===== src/rtl/fetch_stage_pkg.sv =====
// Shared MIPS pipeline constants and the fetch controller state type.
// Imported by the fetch controller FSM and the fetch stage top.
package fetch_stage_pkg;

    localparam logic [31:0] NO_OP = 32'h0000_0000;

    localparam logic [5:0] OP_ALU = 6'b000000;
    localparam logic [5:0] OP_LW  = 6'b100011;
    localparam logic [5:0] OP_SW  = 6'b101011;
    localparam logic [5:0] OP_BEQ = 6'b000100;

    typedef enum logic [1:0] {
        IDLE  = 2'd0,
        RUN   = 2'd1,
        DRAIN = 2'd2,
        HOLD  = 2'd3
    } fetch_state_t;

    function automatic logic [5:0] opcode(input logic [31:0] instr);
        return instr[31:26];
    endfunction

endpackage


===== src/rtl/fetch_ctrl_fsm.sv =====
// Fetch controller: state register, next-state logic and the imem request strobe.
// Any transaction left outstanding by a taken branch is finished in DRAIN.
module fetch_ctrl_fsm
    import fetch_stage_pkg::*;
(
    input  logic         clk,
    input  logic         rst_n,
    input  logic         ack,
    input  logic         stall,
    input  logic         branch_taken,
    output fetch_state_t state,
    output logic         req
);

    fetch_state_t next_state;

    // NOTE: state registers use non-blocking assignments so that every flop
    // samples values from before the clock edge, whatever the block order.
    always_ff @(posedge clk or negedge rst_n) begin
        if (!rst_n) begin
            state <= IDLE;
        end else begin
            state <= next_state;
        end
    end

    // NOTE: every output of this block gets a default first; a path that
    // leaves one unassigned would infer a latch.
    always_comb begin
        next_state = state;
        req        = 1'b0;
        case (state)
            IDLE: begin
                next_state = RUN;
            end
            RUN: begin
                req = 1'b1;
                if (stall) begin
                    if (ack) begin
                        next_state = HOLD;
                    end
                end else if (branch_taken && !ack) begin
                    next_state = DRAIN;
                end
            end
            DRAIN: begin
                // The stale request cannot be withdrawn, so keep it up until acked.
                req = 1'b1;
                if (ack) begin
                    next_state = RUN;
                end
            end
            HOLD: begin
                if (!stall) begin
                    next_state = RUN;
                end
            end
            default: begin
                next_state = IDLE;
            end
        endcase
    end

endmodule


===== src/rtl/fetch_stage.sv =====
// IF stage of the 5-stage MIPS pipeline: owns the PC, fetches over req/ack,
// and feeds IFIDIR/IFIDPC to decode with stall, squash and branch redirect.
module fetch_stage
    import fetch_stage_pkg::*;
#(
    parameter int                ADDR_W   = 32,
    parameter logic [ADDR_W-1:0] RESET_PC = '0
) (
    input  logic              clk,
    input  logic              rst_n,
    input  logic              stall,
    input  logic              branchTaken,
    input  logic [31:0]       branchPCOffset,
    output logic              imem_req,
    output logic [ADDR_W-1:0] imem_addr,
    input  logic              imem_ack,
    input  logic [31:0]       imem_rdata,
    output logic [31:0]       IFIDIR,
    output logic [ADDR_W-1:0] IFIDPC,
    output logic              fetch_busy
);

    localparam logic [ADDR_W-1:0] WORD_BYTES = ADDR_W'(4);

    fetch_state_t      state;
    logic [ADDR_W-1:0] pc;
    logic [ADDR_W-1:0] stale_addr;
    logic [31:0]       hold_ir;
    logic [ADDR_W-1:0] hold_pc;
    logic [ADDR_W-1:0] branch_target;

    fetch_ctrl_fsm u_ctrl (
        .clk          (clk),
        .rst_n        (rst_n),
        .ack          (imem_ack),
        .stall        (stall),
        .branch_taken (branchTaken),
        .state        (state),
        .req          (imem_req)
    );

    // Offset is sign-extended so a wider PC still branches backwards correctly.
    assign branch_target = IFIDPC + WORD_BYTES + ADDR_W'(signed'(branchPCOffset));

    always_comb begin
        imem_addr  = (state == DRAIN) ? stale_addr : pc;
        fetch_busy = (state == DRAIN) || (state == HOLD);
    end

    always_ff @(posedge clk or negedge rst_n) begin
        if (!rst_n) begin
            pc         <= RESET_PC;
            stale_addr <= RESET_PC;
            hold_ir    <= NO_OP;
            hold_pc    <= '0;
            IFIDIR     <= NO_OP;
            IFIDPC     <= '0;
        end else begin
            case (state)
                RUN: begin
                    if (stall) begin
                        // Park a word that lands during a stall; decode cannot take it yet.
                        if (imem_ack) begin
                            hold_ir <= imem_rdata;
                            hold_pc <= pc;
                            pc      <= pc + WORD_BYTES;
                        end
                    end else if (branchTaken) begin
                        IFIDIR <= NO_OP;
                        pc     <= branch_target;
                        if (!imem_ack) begin
                            stale_addr <= pc;
                        end
                    end else if (imem_ack) begin
                        IFIDIR <= imem_rdata;
                        IFIDPC <= pc;
                        pc     <= pc + WORD_BYTES;
                    end else begin
                        IFIDIR <= NO_OP;
                    end
                end
                DRAIN: begin
                    if (!stall) begin
                        IFIDIR <= NO_OP;
                    end
                end
                HOLD: begin
                    if (!stall) begin
                        IFIDIR <= hold_ir;
                        IFIDPC <= hold_pc;
                    end
                end
                default: begin
                end
            endcase
        end
    end

endmodule

===== config.mk =====
export PLATFORM = sky130hd
export DESIGN_NAME = fetch_stage
export DESIGN_NICKNAME = d
export VERILOG_FILES = /design/src/rtl/fetch_stage_pkg.sv /design/src/rtl/fetch_ctrl_fsm.sv /design/src/rtl/fetch_stage.sv
export SDC_FILE = /design/constraint.sdc
export NUM_CORES = 1
export LEC_CHECK = 0
export ABC_AREA = 1
export BUFFER_PORTS_ARGS = -buffer_cell sky130_fd_sc_hd__buf_2
export CAP_MARGIN = 40
export CORE_MARGIN = 2
export CORE_UTILIZATION = 25
export DETAILED_ROUTE_END_ITERATION = 7
export GPL_ROUTABILITY_DRIVEN = 0
export PLACE_DENSITY_LB_ADDON = 0.12
export SYNTH_ARGS = -nofsm -noshare
export SYNTH_HDL_FRONTEND = slang
export SYNTH_HIERARCHICAL = 1
export SYNTH_SLANG_ARGS = --single-unit
export TNS_END_PERCENT = 100

===== constraint.sdc =====
create_clock -name clk -period 5.8 [get_ports clk]
set_clock_uncertainty 0.15 [all_clocks]
set_input_delay 0.58 -clock clk [delete_from_list [all_inputs] [get_ports clk]]
set_output_delay 0.58 -clock clk [all_outputs]
set_load 0.03 [all_outputs]

==> results of run 1 <==
==> layout by cell type, fill, tap and decap left out, types with 3 or more instances in the layout <==
| cell type | Yosys | layout |
|---|---|---|
| a21oi_1 | 63 | 63 |
| nand2_1 | 457 | 455 |
| nand3_1 | 175 | 174 |
| nor2_4 | 5 | 5 |
| nand4_1 | 16 | 16 |
| buf_2 | 21 | 165 |
| a31oi_1 | 67 | 67 |
| mux2_2 | 9 | 9 |
| dfrtp_1 | 194 | 192 |
| o211ai_1 | 5 | 5 |
| xor2_1 | 10 | 10 |
| nand2_2 | 5 | 7 |
| o21ai_0 | 112 | 112 |
| nor2_2 | 5 | 6 |
| o22ai_1 | 5 | 5 |
| nand3_2 | 3 | 3 |
| ha_1 | 65 | 65 |
| o21ai_1 | 15 | 15 |
| inv_2 | 9 | 9 |
| inv_6 | 0 | 3 |
| clkbuf_16 | 0 | 17 |
| nor3_1 | 11 | 11 |
| nor2_1 | 170 | 169 |
| a21o_1 | 3 | 3 |
| inv_1 | 190 | 190 |
| inv_8 | 0 | 4 |
| buf_4 | 1 | 12 |
==> worst min-delay path by stage <==
stage                      from           to  slack (ns)
floorplan                 rst_n    IFIDIR[0]        0.13
global placement    hold_ir[11]  hold_ir[11]        0.32
detailed placement  hold_pc[19]  hold_pc[19]        0.32
CTS                       rst_n    IFIDIR[4]        0.06
global route              rst_n   IFIDIR[29]        0.06
finish                    rst_n   hold_ir[4]        0.03
==> worst register-to-register path, delay by kind of cell (launching register included) <==
| kind | cells | cell delay, ns |
|---|---|---|
| fa+ha+maj | 3 | 0.94 |
| flops | 1 | 0.40 |
| buf+inv | 2 | 0.17 |
| simple gates | 11 | 1.08 |
==> registers in the layout (all words and copies together), names as in the netlist <==
signal	cells
pc	32
hold_ir	32
IFIDIR	32
u_ctrl/state	2
stale_addr	32
IFIDPC	32
hold_pc	32
==> layer usage <==
metal | part of all wire [%] | routed length [µm]
met4 | 0.71 | 303
met5 | 0.061 | 26
met1 | 50 | 21200
met2 | 44 | 18900
met3 | 5.2 | 2220
==> power by group through the flow <==
| stage | Clock [W] | Combinational (W) | Sequential [W] |
|---|---|---|---|
| final | 0.00127 | 0.00528 | 0.00263 |
| after global routing | 0.00137 | 0.00591 | 0.00273 |
| after CTS | 0.00131 | 0.00535 | 0.00263 |
| after detailed placement | 0 | 0.00533 | 0.00264 |
| after global placement | 0 | 0.00531 | 0.00264 |
| after floorplan | 0 | 0.00327 | 0.00286 |
==> area by class of cell <==
class                      count  area (µm²)  share of cell area, %
multi-input combinational   1216        6190                   43.6
antenna                        2        5.00                 0.0353
timing repair buffer         182        1010                   7.13
tap                          615         769                   5.42
clock buffer                  17         425                   3.00
sequential                   194        4860                   34.2
clock inverter                15         194                   1.37
inverter                     199         747                   5.26
==> stage by stage <==
step	setup slack, ns	hold WS, ns	instances
6_report	2.47	0.0260	2440
5_1_grt	2.30	0.0582	2439
4_1_cts	2.44	0.0580	2438
3_5_place_dp	2.70	0.322	2406
3_3_place_gp	2.37	0.316	2402
2_1_floorplan	3.24	0.134	1686
==> logic make-up after synthesis <==
kind of cell	count (synthesis)	share of synthesized area (%)
adder cells (fa/ha/maj)	66	6.90
AO/OA/AOI/OAI	275	12.4
flip-flops	194	40.2
XOR/XNOR	12	0.870
multiplexers	9	0.839
AND/OR/NAND/NOR	854	29.9
buffers and inverters	276	8.83
==> summary.md, run 1 <==
| Metric | Value |
|---|---|
| Die Footprint | `50,100 µm²` |
| CTS Buffer Depth | `2` |
| Drt drc | `0` |
| Arr. time, crit path | `2.60 ns` |
| Vias in the first global route | `11.1k` |
| Worst Setup SP | `u_ctrl/state[1]` |
| Final Max Slew Viols | `0` |
| Sinks on Clock Net | `194` |
| Final setup vio count | `0` |
| Boundary Pins | `167` |
| Setup TNS | `0 ns` |
| Most instantiated cells after synthesis | `nand2_1 (457), dfrtp_1 (194), inv_1 (190), nand3_1 (175), nor2_1 (170)` |
| Top Family by Delay on Critical Path | `buffers and inverters` |
| Switch Pwr | `0.00493 W` |
| Max-cap viol count | `0` |
| Tmin final | `3.33 ns` |
| Critical-path maximum fanout | `40` |
| Number of flops mapped to enable cells by yosys | `0` |
| Die width | `224 µm` |
| Initial Util | `25.3%` |
| Hold Crit Class | `input pin to async pin` |
| Flop-to-flop setup slack | `2.95 ns` |
| Gate power share | `57.5%` |
| Worst rel slew slack | `46.5%` |
| Core Area | `47,700 µm²` |
| FF+latch count, synth | `194` |
| Reg2reg end | `pc[17]` |
| Fin area | `14,200 µm²` |
| P_int | `0.00425 W` |
| Reg power frac | `28.6%` |
| Largest net degree at the start of global routing | `99` |
| CP max-delay cell | `buf_4` |
| Yosys cell types | `36` |
| Post-layout util | `29.7%` |
| Register area share after synthesis | `40.2%` |
| GRT met3 Usage | `3.00%` |
| Power per cell area | `646 nW/µm²` |
| CP endpoint kind | `primary output` |
| Post-Route WL | `42.7 mm` |
| GRT Total Usage | `17.2%` |
| Post-synth ARST share | `100%` |
| Worst Tran Pin Value | `0.802 ns` |
| Worst path required time | `5.07 ns` |
| Critical path class | `register to primary output` |
| CP peak stage delay | `0.44 ns` |
| DR iter-0 viols | `749` |
| Routed Antenna Nets | `0` |
| DPL Wire Length | `31.9 mm` |
| CTS Hold Bufs | `0` |
| Cells after Synth | `1,686` |
| Layout cell share with drive strength beyond 1 | `14.3%` |
| Overflow after GRT | `0` |
| Crit-path cells | `buf_4, nand2_2, buf_12, a21oi_1, buf_2` |
| Die Ht | `224 µm` |
| Clock Latency Late Sink | `0.45 ns` |
| Reg2reg path depth | `16` |
| Avg Cell Area, Syn | `7.16 µm²` |
| Reg clk slew, reported paths | `0.08 ns` |
| Tcrit/Tclk final | `57.5%` |
| Most common cell in the netlist | `nand2_1` |
| Share of power burned in the clock network | `13.8%` |
| Cell taking the most area after synthesis | `dfrtp_1` |
| Post-CTS setup buffers | `0` |
| DRT Pass-1 Iters | `5` |
| Vias after detailed routing | `11.4k` |
| Port buffer count | `166` |
| Root buffer cell | `clkbuf_16` |
| Reg2reg start | `IFIDPC[1]` |
| Num CTS Buffers | `17` |
| Final count of hold timing violations | `0` |
| Switching Share | `53.7%` |
| Peak VDD IR | `217 µV` |
| Leak | `7.22 nW` |
| Wire per inst | `17.5 µm` |
| Yosys top cell area share | `40.2%` |
| Max Clk Rate | `300 MHz` |
| First-pass GRT wire length | `66.5 mm` |
| Critical Path Sink | `imem_addr[0]` |
| Unrepaired setup endpoints after global routing | `false` |
| Outcome | `finished clean` |
| Most Crowded Layer GR | `met2` |
| GR Util met2 | `26.7%` |
| YS warnings | `6` |
| CTS tree | `built` |
| Main synth FF type | `dfrtp_1` |
| Final #Nets | `1,945` |
| Overall Power | `0.00917 W` |
| P&R area growth vs syn | `17.5%` |
| Synth area leaders | `dfrtp_1 (40%), nand2_1 (14%), nand3_1 (7.3%)` |
| Buffers and inverters on the worst path | `3` |
| Syn nets | `1,821` |
| Startpoint types | `register` |
| Post-DP Area | `13,600 µm²` |
| PostCTS Resize Cnt | `0` |
| Vias/cell | `4.69` |
| Standard-cell row count | `80` |
| Post-Syn Area | `12,100 µm²` |
| Levels on crit path | `5` |
| Initial antenna violation count | `6` |
| Fillers | `5,309` |
| H-tree levels | `4` |
| GR Util met1 | `25.2%` |
Power figures use the tool's default switching activity.
==> inputs of run 2 (changes only) <==
Clock period 5.8 ns to 2.9 ns, I/O delays scaled along.
==> summary.md, run 2 (synthesis results as in run 1) <==
| Metric | Value |
|---|---|
| DR iter-0 viols | `748 (-0.13%)` |
| P&R area growth vs syn | `22.2%` |
| Crit-path cells | `ha_1, ha_1, nand2_1, inv_1, nand2_1, nor3_2, and2_1, nand2_1, nand3_1, nand3_1, a21oi_1` |
| Largest net degree at the start of global routing | `65 (-34%)` |
| Max-cap viol count | `0 (unchanged)` |
| Area taken by multi-input logic gates | `6210 µm² (+0.36%)` |
| CP endpoint kind | `register` |
| Final count of hold timing violations | `0 (unchanged)` |
| Peak VDD IR | `608 µV (+180%)` |
| GRT met3 Usage | `4.47% (+1.5 points)` |
| Pre-CTS setup slack | `-0.0378 ns (-2.74 ns)` |
| Core Area | `47,700 µm² (unchanged)` |
| Reg power frac | `28.0% (-0.6 points)` |
| Reg2reg end | `pc[28]` |
| Most frequent cells in the layout | `nand2_1 (454), dfrtp_1 (192), inv_1 (190), nand3_1 (173), nor2_1 (168)` |
| Flop-to-flop setup slack | `0.13 ns (-2.82 ns)` |
| PnR worst setup slack | `0.133 ns (-2.33 ns)` |
| Standard-cell row count | `80 (unchanged)` |
| Die Ht | `224 µm (unchanged)` |
| Wire per inst | `17.6 µm (+0.63%)` |
| Outcome | `finished clean` |
| Share of power burned in the clock network | `12.9% (-0.9 points)` |
| Drt drc | `0 (unchanged)` |
| Worst Setup SP | `IFIDPC[20]` |
| First-pass GRT wire length | `68.4 mm (+2.9%)` |
| CP max-delay cell | `dfrtp_1` |
| Port buffer count | `166 (unchanged)` |
| Vias after detailed routing | `11.6k (+1.2%)` |
| Leak | `7.49 nW (+3.7%)` |
| Hold Path Sink | `u_ctrl/state[1]` |
| Layout cell share with drive strength beyond 1 | `15.6% (+1.3 points)` |
| Hold path start | `branchTaken` |
| Sequential Area | `4860 µm² (unchanged)` |
| Startpoint types | `register` |
| Gate power share | `59.0% (+1.5 points)` |
| Overall Power | `0.0187 W (+100%)` |
| Most common cell after layout, fill and taps aside | `nand2_1` |
| Unrepaired setup endpoints after global routing | `false` |
| Critical path class | `register to register` |
| Overflow after GRT | `0 (unchanged)` |
| Tcrit/Tclk final | `95.4%` |
| Final #Nets | `2,011 (+3.4%)` |
| Reg2reg path depth | `11 (-5)` |
| Final setup vio count | `0 (unchanged)` |
| CP dominant cell by count | `nand2_1` |
| Switching Share | `53.1% (-0.59 points)` |
| Arr. time, crit path | `3.03 ns (+0.43 ns)` |
| Most Crowded Layer GR | `met2` |
| GR Util met1 | `24.8% (-0.35 points)` |
| Vias/cell | `4.63 (-1.3%)` |
| CTS tree | `built` |
| Setup TNS | `0 ns (unchanged)` |
| Power per cell area | `1260 nW/µm² (+95%)` |
| P_int | `0.00874 W (+110%)` |
| Reg clk slew, reported paths | `0.07 ns (about the same)` |
| Vias in the first global route | `11.5k (+3.9%)` |
| Routed Antenna Nets | `0 (unchanged)` |
| CTS Buffer Depth | `2 (unchanged)` |
| ANT cells | `0 (-2)` |
| Die Footprint | `50,100 µm² (unchanged)` |
| GR Util met2 | `27.8% (+1.2 points)` |
| Tmin final | `2.77 ns` |
| Post-Route WL | `44.1 mm (+3.2%)` |
| Worst rel slew slack | `61.1% (+15 points)` |
| Hold WS | `0.0612 ns (+0.0352 ns)` |
| Worst Tran Pin Value | `0.581 ns (-0.221 ns)` |
| Buffers and inverters on the worst path | `1 (-2)` |
| Sinks on Clock Net | `194 (unchanged)` |
| Die width | `224 µm (unchanged)` |
| GRT Total Usage | `18.1% (+0.95 points)` |
| Fillers | `5,197 (-2.1%)` |
| CP peak stage delay | `0.46 ns (+0.02 ns)` |
| Switch Pwr | `0.00991 W (+100%)` |
| Top Family by Delay on Critical Path | `simple AND/OR/NAND/NOR gates` |
| Worst path required time | `3.17 ns (-1.90 ns)` |
| Num CTS Buffers | `17 (unchanged)` |
| H-tree levels | `4 (unchanged)` |
| Final Max Slew Viols | `0 (unchanged)` |
| Hold path cells | `5` |
| Max Clk Rate | `361 MHz` |
| Critical-path maximum fanout | `5 (-88%)` |
| Root buffer cell | `clkbuf_16` |
| DPL Wire Length | `32.9 mm (+3.3%)` |
| Reg2reg start | `IFIDPC[20]` |
| Clock Latency Late Sink | `0.49 ns (+0.04 ns)` |
| Initial Util | `25.3% (unchanged)` |
| Boundary Pins | `167 (unchanged)` |
| DRT Pass-1 Iters | `5 (unchanged)` |
| Hold Crit Class | `input pin to register` |
| Initial antenna violation count | `0 (-6)` |
-- run 2: changes by cell type in the layout (fill, tap and decap cells not counted), sizes merged --
cell	before	now
clkbuf	18	25
diode	2	0
dlygate4sd3	0	34
clkinv	5	2
clkinvlp	1	3
inv	206	200
bufinv	2	1
buf	181	213
-- run 2: metrics by stage --
step                      util [%]  cells  cell area, µm²
after floorplan                  -   1686           12100
after global placement        29.0   2438           13800
after detailed placement      29.0   2438           13800
after CTS                     30.9   2503           14700
after global routing          30.9   2503           14800
final                         30.9   2503           14800
-- run 2: worst max-delay path by stage --
| stage | endpoint | slack (ns) | cells after the start |
|---|---|---|---|
| floorplan | pc[17] | 0.37 | 16 |
| global placement | pc[28] | 0.001 | 11 |
| detailed placement | pc[14] | -0.04 | 11 |
| CTS | pc[28] | 0.003 | 11 |
| global route | pc[23] | 0.01 | 14 |
| finish | pc[28] | 0.13 | 11 |
-- run 2: worst reg2reg max path, delay by kind of cell (launching register included) --
family	cells	cell delay, ns
AO/OA/AOI/OAI	1	0.20
buffers and inverters	1	0.09
adder cells (fa/ha/maj)	2	0.70
AND/OR/NAND/NOR	7	1.11
flip-flops	1	0.46
-- run 2: power groups by stage --
stage	Combinational, W	Sequential (W)	Clock (W)
after detailed placement	0.0110	0.00525	0
after floorplan	0.00655	0.00572	0
final	0.0110	0.00522	0.00241
after CTS	0.0111	0.00522	0.00253
after global routing	0.0123	0.00542	0.00262
after global placement	0.0110	0.00525	0
-- run 2: timing repair --
action | in CTS | in global routing
gates resized for setup | 1 | 6
buffers inserted | 0 | 0
endpoints found under the setup margin | 1 | 8
hold buffers | 34 | 0
hold endpoints to repair | 110 | 0
-- run 2: layer usage --
layer	vias to the layer above	wire (µm)	part of all wire, %
met1	5396	21200	48
met3	42	2640	6.0
met4	0	983	2.2
li1	5875	-	-
met2	276	19200	44
met5	-	0	0
-- run 2: area by class of cell --
cell class | instances | share of cell area, %
multi-input combinational | 1216 | 42.1
sequential | 194 | 32.9
timing repair buffer | 248 | 10.9
tap | 615 | 5.21
inverter | 199 | 5.06
clock buffer | 24 | 3.33
clock inverter | 7 | 0.508
